==> src/rtl/fml_ddr3_psync_arb_if.sv <==
// Handshake bundle between the local requesters, the shared toggle synchroniser and the
// crossing arbiter.
interface fml_ddr3_psync_arb_if;
  logic [3:0] req_i;
  logic       done_i;
  logic       err_clr_i;
  logic       psync_o;
  logic [1:0] chan_o;
  logic       busy_o;
  logic [3:0] pending_o;
  logic [3:0] done_o;
  logic       timeout_o;
  logic       ovf_o;

  // Arbiter side.
  modport master (
    input  req_i, done_i, err_clr_i,
    output psync_o, chan_o, busy_o, pending_o, done_o, timeout_o, ovf_o
  );

  // Requester / environment side.
  modport slave (
    output req_i, done_i, err_clr_i,
    input  psync_o, chan_o, busy_o, pending_o, done_o, timeout_o, ovf_o
  );
endinterface

==> src/rtl/fml_ddr3_psync_arb.sv <==
// Round-robin arbiter serialising four request channels onto one shared pulse synchroniser,
// with acknowledge timeout, post-crossing guard gap and sticky error flags.
module fml_ddr3_psync_arb #(
  parameter int unsigned GAP     = 3,
  parameter int unsigned TIMEOUT = 255
) (
  input logic                  sys_clk,
  input logic                  sys_rst_n,
  fml_ddr3_psync_arb_if.master bus
);

  typedef enum logic [1:0] {StIdle, StIssue, StWait, StGap} state_e;

  localparam logic [7:0] TmoLast = 8'(TIMEOUT - 1);
  localparam logic [3:0] GapLoad = 4'(GAP);

  state_e     state_q, state_d;
  logic [3:0] pending_q, pending_d;
  logic [1:0] last_q, last_d;
  logic [1:0] chan_q, chan_d;
  logic [7:0] cnt_q, cnt_d;
  logic [3:0] gap_q, gap_d;
  logic [3:0] done_q, done_d;
  logic       psync_q, psync_d;
  logic       busy_q, busy_d;
  logic       tmo_q, tmo_d;
  logic       ovf_q, ovf_d;
  logic [3:0] clr_mask;
  logic [1:0] pick, idx;

  // Descending scan so the channel closest after last_q overrides the others.
  always_comb begin
    pick = last_q + 2'd1;
    idx  = '0;
    for (int i = 3; i >= 0; i--) begin
      idx = last_q + 2'(i) + 2'd1;
      if (pending_q[idx]) pick = idx;
    end
  end

  always_comb begin
    state_d  = state_q;
    last_d   = last_q;
    chan_d   = chan_q;
    cnt_d    = cnt_q;
    gap_d    = gap_q;
    psync_d  = 1'b0;
    done_d   = '0;
    clr_mask = '0;
    tmo_d    = tmo_q & ~bus.err_clr_i;
    ovf_d    = ovf_q & ~bus.err_clr_i;

    unique case (state_q)
      StIdle: begin
        if (|pending_q) begin
          chan_d  = pick;
          psync_d = 1'b1;
          state_d = StIssue;
        end
      end
      StIssue: begin
        clr_mask = 4'b0001 << chan_q;
        last_d   = chan_q;
        cnt_d    = '0;
        state_d  = StWait;
      end
      StWait: begin
        // An acknowledge on the expiry cycle still counts as a completion.
        if (bus.done_i) begin
          done_d  = 4'b0001 << chan_q;
          gap_d   = GapLoad;
          state_d = StGap;
        end else if (cnt_q == TmoLast) begin
          tmo_d   = 1'b1;
          gap_d   = GapLoad;
          state_d = StGap;
        end else begin
          cnt_d = cnt_q + 8'd1;
        end
      end
      StGap: begin
        if (gap_q == 4'd0) state_d = StIdle;
        else               gap_d   = gap_q - 4'd1;
      end
      default: state_d = StIdle;
    endcase

    if (|(bus.req_i & pending_q & ~clr_mask)) ovf_d = 1'b1;
    pending_d = (pending_q & ~clr_mask) | bus.req_i;
    busy_d    = (state_d != StIdle);
  end

  always_ff @(posedge sys_clk or negedge sys_rst_n) begin
    if (!sys_rst_n) begin
      state_q   <= StIdle;
      pending_q <= '0;
      last_q    <= 2'd3;
      chan_q    <= '0;
      cnt_q     <= '0;
      gap_q     <= '0;
      done_q    <= '0;
      psync_q   <= 1'b0;
      busy_q    <= 1'b0;
      tmo_q     <= 1'b0;
      ovf_q     <= 1'b0;
    end else begin
      state_q   <= state_d;
      pending_q <= pending_d;
      last_q    <= last_d;
      chan_q    <= chan_d;
      cnt_q     <= cnt_d;
      gap_q     <= gap_d;
      done_q    <= done_d;
      psync_q   <= psync_d;
      busy_q    <= busy_d;
      tmo_q     <= tmo_d;
      ovf_q     <= ovf_d;
    end
  end

  assign bus.psync_o   = psync_q;
  assign bus.chan_o    = chan_q;
  assign bus.busy_o    = busy_q;
  assign bus.pending_o = pending_q;
  assign bus.done_o    = done_q;
  assign bus.timeout_o = tmo_q;
  assign bus.ovf_o     = ovf_q;

endmodule

==> src/flat_wrapper.sv <==
// flat-port wrapper written by rule: the top's interface ports become plain ports
module fml_ddr3_psync_arb_flat 
#(
  parameter int unsigned GAP     = 3,
  parameter int unsigned TIMEOUT = 255
)
  (sys_clk, sys_rst_n, bus_req_i, bus_done_i, bus_err_clr_i, bus_psync_o, bus_chan_o, bus_busy_o, bus_pending_o, bus_done_o, bus_timeout_o, bus_ovf_o);
  fml_ddr3_psync_arb_if bus_i ();
  input logic sys_clk;
  input logic sys_rst_n;
  input wire logic [$bits(bus_i.req_i)-1:0] bus_req_i;
  input wire logic [$bits(bus_i.done_i)-1:0] bus_done_i;
  input wire logic [$bits(bus_i.err_clr_i)-1:0] bus_err_clr_i;
  output wire logic [$bits(bus_i.psync_o)-1:0] bus_psync_o;
  output wire logic [$bits(bus_i.chan_o)-1:0] bus_chan_o;
  output wire logic [$bits(bus_i.busy_o)-1:0] bus_busy_o;
  output wire logic [$bits(bus_i.pending_o)-1:0] bus_pending_o;
  output wire logic [$bits(bus_i.done_o)-1:0] bus_done_o;
  output wire logic [$bits(bus_i.timeout_o)-1:0] bus_timeout_o;
  output wire logic [$bits(bus_i.ovf_o)-1:0] bus_ovf_o;
  assign bus_i.req_i = bus_req_i;
  assign bus_i.done_i = bus_done_i;
  assign bus_i.err_clr_i = bus_err_clr_i;
  assign bus_psync_o = bus_i.psync_o;
  assign bus_chan_o = bus_i.chan_o;
  assign bus_busy_o = bus_i.busy_o;
  assign bus_pending_o = bus_i.pending_o;
  assign bus_done_o = bus_i.done_o;
  assign bus_timeout_o = bus_i.timeout_o;
  assign bus_ovf_o = bus_i.ovf_o;
  fml_ddr3_psync_arb #(.GAP(GAP), .TIMEOUT(TIMEOUT)) u_core (.sys_clk(sys_clk), .sys_rst_n(sys_rst_n), .bus(bus_i));
endmodule
==> config.mk <==
export PLATFORM = sky130hd
export DESIGN_NAME = fml_ddr3_psync_arb_flat
export DESIGN_NICKNAME = d
export VERILOG_FILES = /design/src/rtl/fml_ddr3_psync_arb_if.sv /design/src/rtl/fml_ddr3_psync_arb.sv /design/src/flat_wrapper.sv
export SDC_FILE = /design/constraint.sdc
export NUM_CORES = 1
export LEC_CHECK = 0
export ABC_AREA = 1
export CORE_ASPECT_RATIO = 2
export CORE_MARGIN = 3
export CORE_UTILIZATION = 50
export DETAILED_ROUTE_END_ITERATION = 16
export GPL_TIMING_DRIVEN = 0
export PLACE_DENSITY_LB_ADDON = 0.25
export SLEW_MARGIN = 40
export SYNTH_ARGS = -nofsm -noshare
export SYNTH_HDL_FRONTEND = slang
export SYNTH_SLANG_ARGS = --single-unit
==> constraint.sdc <==
create_clock -name sys_clk -period 2.5 [get_ports sys_clk]
set_input_delay 0.375 -clock sys_clk [delete_from_list [all_inputs] [get_ports sys_clk]]
set_output_delay 0.375 -clock sys_clk [all_outputs]
set_load 0.005 [all_outputs]
==> metrics.md, run 1 <==
| Metric | Value |
|---|---|
| Async SR Flop Fraction | 1.00 |
| Clk sinks | 30 |
| Synth Instances | 201 |
| Core area | 3050 sq um |
| Fin Setup TNS | 0 ns |
| Final WL | 3190 um |
| Main combinational cell family by area after synthesis | simple AND/OR/NAND/NOR gates |
| Clock slew at reported path FFs | 0.06 ns |
| Layout cells sized above 1 | 0.139 |
| Yosys reg bits | 30 |
| CTS Root Cell | clkbuf_8 |
| FF-to-FF Start | u_core.last_q[0]$_DFFE_PN1N_ |
| CTS buffer count | 5 |
| Post-Synth Adder-Cell Area | 0.0306 |
| Slowest stage delay, CP | 0.55 ns |
| Crit path from | u_core.bus.chan_o[1]$_DFFE_PN0P_ |
| Worst vdd ir | 0.758 mV |
| Via-to-Cell Ratio | 5.19 |
| Hold Crit Class | in2async |
| Crit path depth | 1 |
| Yosys cell types | 31 |
| Final GP Congestion | 0.797 |
| Slew HR | 0.569 |
| Post-CTS Hold Buffers | 0 |
| RSZ-0062 raised after global routing | false |
| Max Fclk | 594 MHz |
| Via Count | 1350 |
| Pins over their slew limit | 0 |
| Final setup margin | 0.817 ns |
| Setup Skew | 0.00637 ns |
| Cell Area, Synth | 1630 sq um |
| Syn avg cell area | 8.13 sq um |
| Final instance area | 1970 sq um |
| Placed cells | 252 |
| Syn Nets | 213 |
| P per Cell Area | 1070 nW/um^2 |
| Largest net degree at the start of global routing | 31 |
| CP startpoint kind | flop |
| Antenna violations before repair | 0 |
| Synth Area in XOR/XNOR | 0.0214 |
| Synth Flop Type | dfrtp_1 |
| Compound-Gate Fraction of Synth Area | 0.0842 |
| Seq/Total Area, Yosys | 0.461 |
| Worst skew pair latency | 0.28 ns |
| WP buf/inv | 1 |
| CP endpoint kind | output pin |
| Crit-path slowest cell | clkdlybuf4s50_1 |
| Die width | 46.4 um |
| Worst Path Required | 2.12 ns |
| CP endpoint | bus_chan_o[1] |
| Drt drc | 0 |
| Status | completed |
| Die height | 86.8 um |
| Critical setup path kind | reg2out |
| Util after Layout | 0.645 |
| # IOs | 22 |
| Warnings, synthesis | 0 |
| RR Endpoint | u_core.bus.chan_o[0]$_DFFE_PN0P_ |
| Max Cap Viol | 0 |
| Minimum clock period | 1.68 ns |
| GRT overflow | 0 |
| Drt first-iter violations | 38 |
| Layout Cells excl Fill | 260 |
| Clock tree buffer depth | 2 |
| Port Buffers | 21 |
| Top Family by Delay on Critical Path | buffers and inverters |
| CTS tree | built |
| Hold Fails Final Rpt | 0 |
| Worst EP arrival | 1.31 ns |
| Ant. Diodes | 0 |
| Total power | 2.11 mW |
| Final Setup Violations | 0 |
| Final #Nets | 241 |
| Reg2reg path depth | 12 |
| Multiplexer share of the synthesized area | 0 |
| Postcts setup bufs | 0 |
| CP cell instances | clkdlybuf4s50_1 |
| Drt wl/cell | 12.3 um |
| Crit path max fanout | 8 |
| HPWL Detailed | 2490 um |
| Worst Max-Slew Pin Slew | 0.646 ns |
| H-tree depth | 2 |
| Number of enable flip-flop cells after synthesis | 0 |
| Worst slack at placement | 0.935 ns |
| Synth Area in Simple Gates | 0.314 |
| Post-cts sizing count | 0 |
| Drt pass-1 iters | 4 |
| Static Leakage | 0.991 nW |
| Hold slack | 0.113 ns |
| Part of the cycle the worst path needs | 0.673 |
| Die Area | 4030 sq um |
| Routed Antenna Nets | 0 |
| Vias in the first global route | 1411 |
| Gr usage total | 0.200 |
| Setup slack, reg-to-reg | 0.92 ns |
| Placed Area | 1880 sq um |
| Starting Density | 0.536 |
| First-pass GRT wire length | 5770 um |
| Area added between synthesis and finish | 20.4% |
| # rows | 28 |
-- how the worst min path moves through the flow --
stage / startpoint / endpoint / slack [ns] / cells past startpoint
final: sys_rst_n / u_core.cnt_q[6]$_DFFE_PN0P_ / 0.11 / 1
after global routing: sys_rst_n / u_core.bus.timeout_o$_DFF_PN0_ / 0.16 / 1
after CTS: sys_rst_n / u_core.cnt_q[6]$_DFFE_PN0P_ / 0.14 / 1
after detailed placement: sys_rst_n / u_core.cnt_q[6]$_DFFE_PN0P_ / 0.45 / 1
after global placement: u_core.gap_q[0]$_DFFE_PN0P_ / u_core.gap_q[0]$_DFFE_PN0P_ / 0.46 / 1
after floorplan: sys_rst_n / u_core.bus.busy_o$_DFF_PN0_ / 0.08 / 0
-- power by group --
part	leakage, nW	internal, mW	switching (mW)
Sequential	0.364	0.623	0.109
Combinational	0.582	0.368	0.610
Clock	0.0455	0.224	0.173
Total	0.991	1.22	0.892
-- metal layers --
| metal | wire length [um] | track usage | vias to the layer above |
|---|---|---|---|
| met4 | 97 | 0.109 | 0 |
| met2 | 1780 | 0.349 | 19 |
| met3 | 93 | 0.0624 | 10 |
| li1 | - | - | 700 |
| met5 | 0 | 0 | - |
| met1 | 1220 | 0.195 | 621 |
-- layout make-up --
type | instances | area, sq um
plain buffers | 2 | 8.76
flip-flops and latches | 30 | 753
inverters | 35 | 136
well taps | 30 | 37.5
multi-input cells | 134 | 736
clock buffers | 8 | 90.1
fillers | 249 | 1080
repair buffers | 21 | 205
-- cell usage after synthesis (2+ instances only) --
library cell  instances  share of area
nand2_1              54           0.12
inv_1                30          0.069
dfrtp_1              28           0.43
nand3_1              22          0.067
nor2_1                6          0.014
nor3_1                6          0.018
o21ai_0               6          0.018
ha_1                  4          0.031
inv_2                 4         0.0092
o21ai_2               4          0.021
a21oi_1               3         0.0092
nand2_2               3          0.011
nor2_4                3          0.021
o21ai_1               3         0.0092
o22ai_1               3          0.011
xor2_1                3          0.016
dfstp_2               2          0.032
nand2_4               2          0.014
nand3b_1              2         0.0092
or2_2                 2         0.0077
-- logic make-up after synthesis --
kind of cell,after synthesis
buffers and inverters,37
flip-flops,30
adder cells (fa/ha/maj),4
AND/OR/NAND/NOR,104
AO/OA/AOI/OAI,22
XOR/XNOR,4
-- state kept, by name (all words and copies together) (netlist names) --
name / cells
u_core.bus.timeout_o: 1
u_core.last_q: 2
u_core.state_q: 2
u_core.bus.pending_o: 4
u_core.bus.psync_o: 1
u_core.gap_q: 4
u_core.bus.chan_o: 2
u_core.cnt_q: 8
u_core.bus.ovf_o: 1
u_core.bus.done_o: 4
u_core.bus.busy_o: 1
-- cell usage in the layout (no fill, tap or decap) --
master and instances:
clkbuf_1 3, inv_6 1, or2_2 2, o31ai_1 1
inv_1 30, nor2_1 6, a22oi_1 1, buf_2 2
dfrtp_1 28, nand3b_1 2, nor3_1 6, xor2_1 3
o21ai_1 3, ha_1 4, xnor2_1 1, nand2_2 3
dfstp_2 2, nand4_1 1, nor2_4 3, nor3_4 1
nand2_1 54, nand2_4 2, clkdlybuf4s50_1 20, o21ai_2 4
nand4_2 1, a21oi_1 3, nor3_2 1, o221ai_1 1
o21ai_0 6, clkbuf_8 6, inv_2 4, nand3_1 22
o22ai_1 3
Power figures use the tool's default switching activity.
==> run 2: changes to the inputs <==
--- a/config.mk
+++ b/config.mk
@@ -8,7 +8,7 @@
 export ABC_AREA = 1
 export CORE_ASPECT_RATIO = 2
 export CORE_MARGIN = 3
-export CORE_UTILIZATION = 50
+export CORE_UTILIZATION = 49
 export DETAILED_ROUTE_END_ITERATION = 16
 export GPL_TIMING_DRIVEN = 0
 export PLACE_DENSITY_LB_ADDON = 0.25
==> constraint.sdc (replaced) <==
create_clock -name sys_clk -period 1.4 [get_ports sys_clk]
set_input_delay 0.21 -clock sys_clk [delete_from_list [all_inputs] [get_ports sys_clk]]
set_output_delay 0.21 -clock sys_clk [all_outputs]
set_load 0.005 [all_outputs]
==> run 2 against run 1 <==
  * The run now ends with setup timing left
  * Combinational power rose to 2.6 times the previous value
  * Clock skew rose by 0.0028 ns
  * Count of clock-buffer cells in the layout unchanged
  * Core utilization up 7.6 points
  * Largest power group unchanged
  * Sequential power rose by 79%
  * Critical endpoint is now u_core.bus.chan_o[0]$_DFFE_PN0P_
  * Global-route usage grew 1.7 points
  * Critical path depth rose by 9
  * Clock power increased by 82%
  * Total power increased by 120%
  * Die area grew 1.8%
  * Wire length rose by 30%
==> metrics.md, run 2 (synthesis gave the netlist of run 1 again) <==
| Metric | Value |
|---|---|
| Static Leakage | 1.15 nW (was 0.991 nW) |
| Biggest register | u_core.cnt_q (unchanged) |
| CTS Root Cell | clkbuf_8 (unchanged) |
| Drt drc | 0 (unchanged) |
| Max Fclk | 707 MHz |
| Drt pass-1 iters | 4 (unchanged) |
| Layout cells sized above 1 | 0.346 (was 0.139) |
| Total power | 4.60 mW (was 2.11 mW) |
| Fin Setup TNS | -0.0339 ns (was 0 ns) |
| CP cell instances | buf_6, nand2_2, nand3_2, nand2_1, nand3_2, nand2_1, nand2_1, nand2_1, nand3_1, nand2_1 (was clkdlybuf4s50_1) |
| Crit-path slowest cell | dfstp_2 (was clkdlybuf4s50_1) |
| HPWL Detailed | 2600 um (was 2490 um) |
| GRT overflow | 0 (unchanged) |
| Hold Fails Final Rpt | 0 (unchanged) |
| First-pass GRT wire length | 6300 um (was 5770 um) |
| Final WL | 4160 um (was 3190 um) |
| Die height | 87.7 um (was 86.8 um) |
| CP endpoint kind | flop (was output pin) |
| Via Count | 1528 (was 1350) |
| Clk sinks | 30 (unchanged) |
| Ant. Diodes | 0 (unchanged) |
| Switch share | 0.431 (was 0.423) |
| Final Setup Violations | 5 (was 0) |
| Failing checks | setup timing |
| CP most frequent cell | nand2_1 |
| Worst slack at placement | -0.143 ns (was 0.935 ns) |
| Seq pwr share | 0.285 (was 0.347) |
| Max FFs per register | 8 (unchanged) |
| Worst Max-Slew Pin Slew | 0.663 ns (was 0.646 ns) |
| FILL cells | 256 (was 249) |
| Status | complete, but fails checks (was completed) |
| Max Cap Viol | 0 (unchanged) |
| Area added between synthesis and finish | 41.0% (was 20.4%) |
| Util after Layout | 0.722 (was 0.645) |
| Part of the cycle the worst path needs | 1.01 |
| CTS tree | built (unchanged) |
| Crit path max fanout | 6 (was 8) |
| Worst Path Required | 1.57 ns (was 2.12 ns) |
| H-tree depth | 2 (unchanged) |
| Core area | 3190 sq um (was 3050 sq um) |
| Port Buffers | 21 (unchanged) |
| Critical setup path kind | reg2reg (was reg2out) |
| WP buf/inv | 1 (unchanged) |
| Clock share of power | 0.157 (was 0.188) |
| # rows | 29 (was 28) |
| Worst EP arrival | 1.59 ns (was 1.31 ns) |
| Worst vdd ir | 1.32 mV (was 0.758 mV) |
| Final setup margin | -0.0141 ns (was 0.817 ns) |
| Via-to-Cell Ratio | 5.31 (was 5.19) |
| Die width | 46.8 um (was 46.4 um) |
| # IOs | 22 (unchanged) |
| Drt wl/cell | 14.4 um (was 12.3 um) |
| RSZ-0062 raised after global routing | true (was false) |
| Slowest stage delay, CP | 0.60 ns (was 0.55 ns) |
| Combinational share of power | 0.559 (was 0.464) |
| P per Cell Area | 2000 nW/um^2 (was 1070 nW/um^2) |
| Pins over their slew limit | 0 (unchanged) |
| Final GP Congestion | 0.800 (was 0.797) |
| Starting Density | 0.512 (was 0.536) |
| Internal | 2.62 mW (was 1.22 mW) |
| Worst skew pair latency | 0.28 ns (about the same) |
| Top Family by Delay on Critical Path | flip-flops (was buffers and inverters) |
| CP startpoint kind | flop (unchanged) |
| Most frequent cells in the layout | nand2_1 (41), inv_1 (26), buf_4 (25), dfrtp_1 (25), nand3_1 (18) (was nand2_1 (54), inv_1 (30), dfrtp_1 (28)) |
| Drt first-iter violations | 50 (was 38) |
| Hold Crit Class | in2reg (was in2async) |
| CTS buffer count | 5 (unchanged) |
| Setup Skew | 0.00914 ns (was 0.00637 ns) |
| Vias in the first global route | 1489 (was 1411) |
| Minimum clock period | 1.41 ns |
| Final #Nets | 268 (was 241) |
| Clock slew at reported path FFs | 0.07 ns (was 0.06 ns) |
| Slew HR | 0.558 (was 0.569) |
| Largest net degree at the start of global routing | 31 (unchanged) |
| Die Area | 4110 sq um (was 4030 sq um) |
| Routed Antenna Nets | 0 (unchanged) |
| Clock tree buffer depth | 2 (unchanged) |
| NetSw | 1.99 mW (was 0.892 mW) |
| Gr usage total | 0.217 (was 0.200) |
| Most common cell after layout, fill and taps aside | nand2_1 (unchanged) |
| Antenna violations before repair | 0 (unchanged) |
run 2: routing by layer:
metal | global-route usage | part of all wire | up-vias
met5 | 0 | 0 | -
met4 | 0.149 | 0.055 | 0
met3 | 0.0412 | 0.028 | 18
met1 | 0.206 | 0.35 | 725
li1 | - | - | 751
met2 | 0.385 | 0.57 | 34
run 2: worst min-delay path, delay by kind of cell:
| kind | cells | cell delay, ns |
|---|---|---|
| buf+inv | 2 | 0.47 |
| simple gates | 1 | 0.05 |
run 2: final cells by class:
cell class              instances  area [sq um]  share of cell area
repair inverters                1          11.3             0.00489
multi-input cells             134           838               0.364
repair buffers                 48           418               0.181
inverters                      35           146              0.0635
flip-flops and latches         30           757               0.328
clock buffers                   8          90.1              0.0391
well taps                      31          38.8              0.0168
plain buffers                   1          5.00             0.00217
run 2: power by group through the flow:
stage / Sequential (mW) / Combinational [mW] / Clock (mW)
after floorplan: 1.30 / 1.25 / 0
after global placement: 1.32 / 1.75 / 0
after detailed placement: 1.32 / 1.78 / 0
after CTS: 1.30 / 2.00 / 0.734
after global routing: 1.34 / 2.83 / 0.771
final: 1.31 / 2.57 / 0.722
run 2: worst paths after layout:
kind / endpoint / slack, ns / cells past startpoint / from
min reg2reg: u_core.gap_q[0]$_DFFE_PN0P_ / 0.49 / 1 / u_core.gap_q[0]$_DFFE_PN0P_
max reg2reg: u_core.bus.chan_o[0]$_DFFE_PN0P_ / -0.01 / 10 / u_core.last_q[0]$_DFFE_PN1N_
max: u_core.bus.chan_o[0]$_DFFE_PN0P_ / -0.01 / 10 / u_core.last_q[0]$_DFFE_PN1N_
min: u_core.bus.pending_o[3]$_DFF_PN0_ / 0.48 / 3 / bus_req_i[3]
max in group asynchronous: u_core.bus.chan_o[1]$_DFFE_PN0P_ / 0.43 / 2 / sys_rst_n
min in group asynchronous: u_core.cnt_q[6]$_DFFE_PN0P_ / 0.49 / 2 / sys_rst_n
run 2: per-stage QoR:
stage               cells  cell area [sq um]  hold WS (ns)
finish                288               2300         0.484
global route          288               2300         0.507
CTS                   271               2080         0.478
detailed placement    253               1880         0.276
global placement      253               1890         0.463
floorplan             201               1640       -0.0856
run 2: repair_timing:
action                                 in CTS  in global routing
resized for setup                          17                 34
cloned                                      0                  1
hold buffers                                1                  0
pin swaps                                   2                  6
setup endpoints to repair                  21                 18
endpoints found under the hold margin      28                  0
setup buffers                              10                 16
==> run 3: changes to the inputs <==
--- a/config.mk
+++ b/config.mk
@@ -8,8 +8,9 @@
 export ABC_AREA = 1
 export CORE_ASPECT_RATIO = 2
 export CORE_MARGIN = 3
-export CORE_UTILIZATION = 49
+export CORE_UTILIZATION = 50
 export DETAILED_ROUTE_END_ITERATION = 16
+export DONT_BUFFER_PORTS = 1
 export GPL_TIMING_DRIVEN = 0
 export PLACE_DENSITY_LB_ADDON = 0.25
 export SLEW_MARGIN = 40
==> run 3 against run 2 <==
  * The flow still finishes with violations (setup timing)
  * Clock power fell by 1%
  * Maximum frequency fell by 3.7%
  * Clock skew fell by 0.0061 ns
  * Non-clock buffer count fell by 23
  * Count of clock-buffer cells in the layout fell by 1
  * Global-route usage rose by 0.83 points
  * Via count fell by 3.5%
  * First-iteration DRC count fell by 8.0%
  * Total power rose by 2.8%
  * Final area fell by 4.1%
  * Register-to-register slack got worse by 0.05 ns
  * Highest routed layer unchanged
==> metrics.md, run 3 (synthesis gave the netlist of run 1 again) <==
| Metric | Value |
|---|---|
| Final Setup Violations | 4 (was 5) |
| Layout cells sized above 1 | 0.432 (was 0.346) |
| Switch share | 0.467 (was 0.431) |
| Crit path max fanout | 7 (was 6) |
| Minimum clock period | 1.47 ns (was 1.41 ns) |
| Clk sinks | 30 (unchanged) |
| Static Leakage | 1.15 nW (about the same) |
| Max FFs per register | 8 (unchanged) |
| CP startpoint kind | flop (unchanged) |
| Hold Fails Final Rpt | 0 (unchanged) |
| Biggest register | u_core.cnt_q (unchanged) |
| Drt first-iter violations | 46 (was 50) |
| Worst EP arrival | 1.64 ns (was 1.59 ns) |
| Final #Nets | 245 (was 268) |
| NetSw | 2.21 mW (was 1.99 mW) |
| GRT overflow | 0 (unchanged) |
| H-tree depth | 2 (unchanged) |
| Hold Crit Class | in2reg (unchanged) |
| Internal | 2.52 mW (was 2.62 mW) |
| Failing checks | setup timing (unchanged) |
| Worst Path Required | 1.57 ns (about the same) |
| Most frequent cells in the layout | nand2_1 (35), dfrtp_1 (25), inv_1 (24) (was nand2_1 (41), inv_1 (26), buf_4 (25), dfrtp_1 (25), nand3_1 (18)) |
| Core area | 3050 sq um (was 3190 sq um) |
| CTS buffer count | 5 (unchanged) |
| Largest net degree at the start of global routing | 31 (unchanged) |
| Slew HR | 0.778 (was 0.558) |
| Ant. Diodes | 0 (unchanged) |
| Clock tree buffer depth | 2 (unchanged) |
| First-pass GRT wire length | 6500 um (was 6300 um) |
| CTS Root Cell | clkbuf_8 (unchanged) |
| Drt wl/cell | 16.7 um (was 14.4 um) |
| Final setup margin | -0.0686 ns (was -0.0141 ns) |
| Status | complete, but fails checks (unchanged) |
| Worst skew pair latency | 0.28 ns (about the same) |
| Part of the cycle the worst path needs | 1.05 (was 1.01) |
| Clock slew at reported path FFs | 0.06 ns (was 0.07 ns) |
| Critical setup path kind | reg2reg (unchanged) |
| Routed Antenna Nets | 0 (unchanged) |
| HPWL Detailed | 2700 um (was 2600 um) |
| Worst vdd ir | 1.52 mV (was 1.32 mV) |
| Drt drc | 0 (unchanged) |
| Via-to-Cell Ratio | 5.58 (was 5.31) |
| Most common cell after layout, fill and taps aside | nand2_1 (unchanged) |
| RSZ-0062 raised after global routing | true (unchanged) |
| CP endpoint kind | flop (unchanged) |
| Antenna violations before repair | 0 (unchanged) |
| Drt pass-1 iters | 4 (unchanged) |
| Max Cap Viol | 0 (unchanged) |
| Combinational share of power | 0.558 (was 0.559) |
| P per Cell Area | 2140 nW/um^2 (was 2000 nW/um^2) |
| Gr usage total | 0.225 (was 0.217) |
| Setup Skew | 0.00304 ns (was 0.00914 ns) |
| Die width | 46.4 um (was 46.8 um) |
| Seq pwr share | 0.291 (was 0.285) |
| Vias in the first global route | 1455 (was 1489) |
| Area added between synthesis and finish | 35.2% (was 41.0%) |
| Util after Layout | 0.725 (was 0.722) |
| Hold slack | 0.0383 ns (was 0.484 ns) |
| # rows | 28 (was 29) |
| Die height | 86.8 um (was 87.7 um) |
| Total power | 4.73 mW (was 4.60 mW) |
| Die Area | 4030 sq um (was 4110 sq um) |
| Final WL | 4400 um (was 4160 um) |
| Starting Density | 0.536 (was 0.512) |
| Multi-input gate area | 952 sq um (was 838 sq um) |
| Pins over their slew limit | 0 (unchanged) |
| CTS tree | built (unchanged) |
| Max Fclk | 681 MHz (was 707 MHz) |
| Clock share of power | 0.150 (was 0.157) |
| Worst Max-Slew Pin Slew | 0.331 ns (was 0.663 ns) |
| FILL cells | 225 (was 256) |
| Worst slack at placement | -0.189 ns (was -0.143 ns) |
| Register area | 757 sq um (unchanged) |
| Final GP Congestion | 0.905 (was 0.800) |
| # IOs | 22 (unchanged) |
| Via Count | 1474 (was 1528) |
| Port Buffers | 0 (was 21) |
==> run 3: cell type report <==
cell class,count,area share
flip-flops and latches,30,0.343
multi-input cells,134,0.431
inverters,35,0.0674
plain buffers,1,0.00227
repair inverters,1,0.00510
well taps,30,0.0170
clock buffers,7,0.0391
repair buffers,25,0.0934
clock inverters,1,0.00227
==> run 3: layer usage <==
| metal | global-route usage | part of all wire | vias to the layer above |
|---|---|---|---|
| li1 | - | - | 709 |
| met1 | 0.220 | 0.33 | 710 |
| met2 | 0.410 | 0.60 | 40 |
| met3 | 0.0520 | 0.036 | 15 |
| met4 | 0.109 | 0.034 | 0 |
| met5 | 0 | 0 | - |
==> run 3: timing repair <==
| action | in CTS | in global routing |
|---|---|---|
| hold buffers | 2 | 0 |
| gates resized for setup | 24 | 49 |
| pin swaps | 13 | 17 |
| hold endpoints to repair | 30 | 0 |
| cloned | 0 | 1 |
| buffers inserted | 6 | 17 |
| endpoints found under the setup margin | 14 | 18 |
==> run 3: worst paths after layout <==
path | start | cells after the start | to | slack, ns
min reg2reg | u_core.cnt_q[4]$_DFFE_PN0P_ | 2 | u_core.cnt_q[4]$_DFFE_PN0P_ | 0.55
min in group asynchronous | sys_rst_n | 2 | u_core.cnt_q[6]$_DFFE_PN0P_ | 0.37
max in group asynchronous | sys_rst_n | 2 | u_core.last_q[0]$_DFFE_PN1N_ | 0.79
max reg2reg | u_core.last_q[0]$_DFFE_PN1N_ | 10 | u_core.bus.chan_o[0]$_DFFE_PN0P_ | -0.07
max | u_core.last_q[0]$_DFFE_PN1N_ | 10 | u_core.bus.chan_o[0]$_DFFE_PN0P_ | -0.07
min | bus_err_clr_i | 1 | u_core.bus.timeout_o$_DFF_PN0_ | 0.04
==> run 3: metrics by stage <==
stage                     setup TNS (ns)  instances  cell area (sq um)
final                             -0.112        264               2210
after global routing               -1.02        264               2210
after global placement            -0.408        231               1670
after CTS                        -0.0141        246               1900
after floorplan                        0        201               1640
after detailed placement           -1.29        231               1670
==> run 3: power groups by stage <==
stage          Clock, mW  Sequential [mW]  Combinational (mW)
2_1_floorplan          0             1.30                1.25
3_3_place_gp           0             1.34                1.48
3_5_place_dp           0             1.35                1.56
4_1_cts            0.720             1.36                1.84
5_1_grt            0.779             1.41                2.90
6_report           0.712             1.38                2.64
==> run 3: worst max-delay path: stages (launching register included) <==
cell	delay, ns
dfstp_2	0.64
buf_6	0.16
nand2_4	0.07
nand3_4	0.08
nand2_2	0.07
inv_2	0.05
nand2_2	0.06
nand2_1	0.06
nand2_1	0.04
nand3_1	0.07
nand2_1	0.05
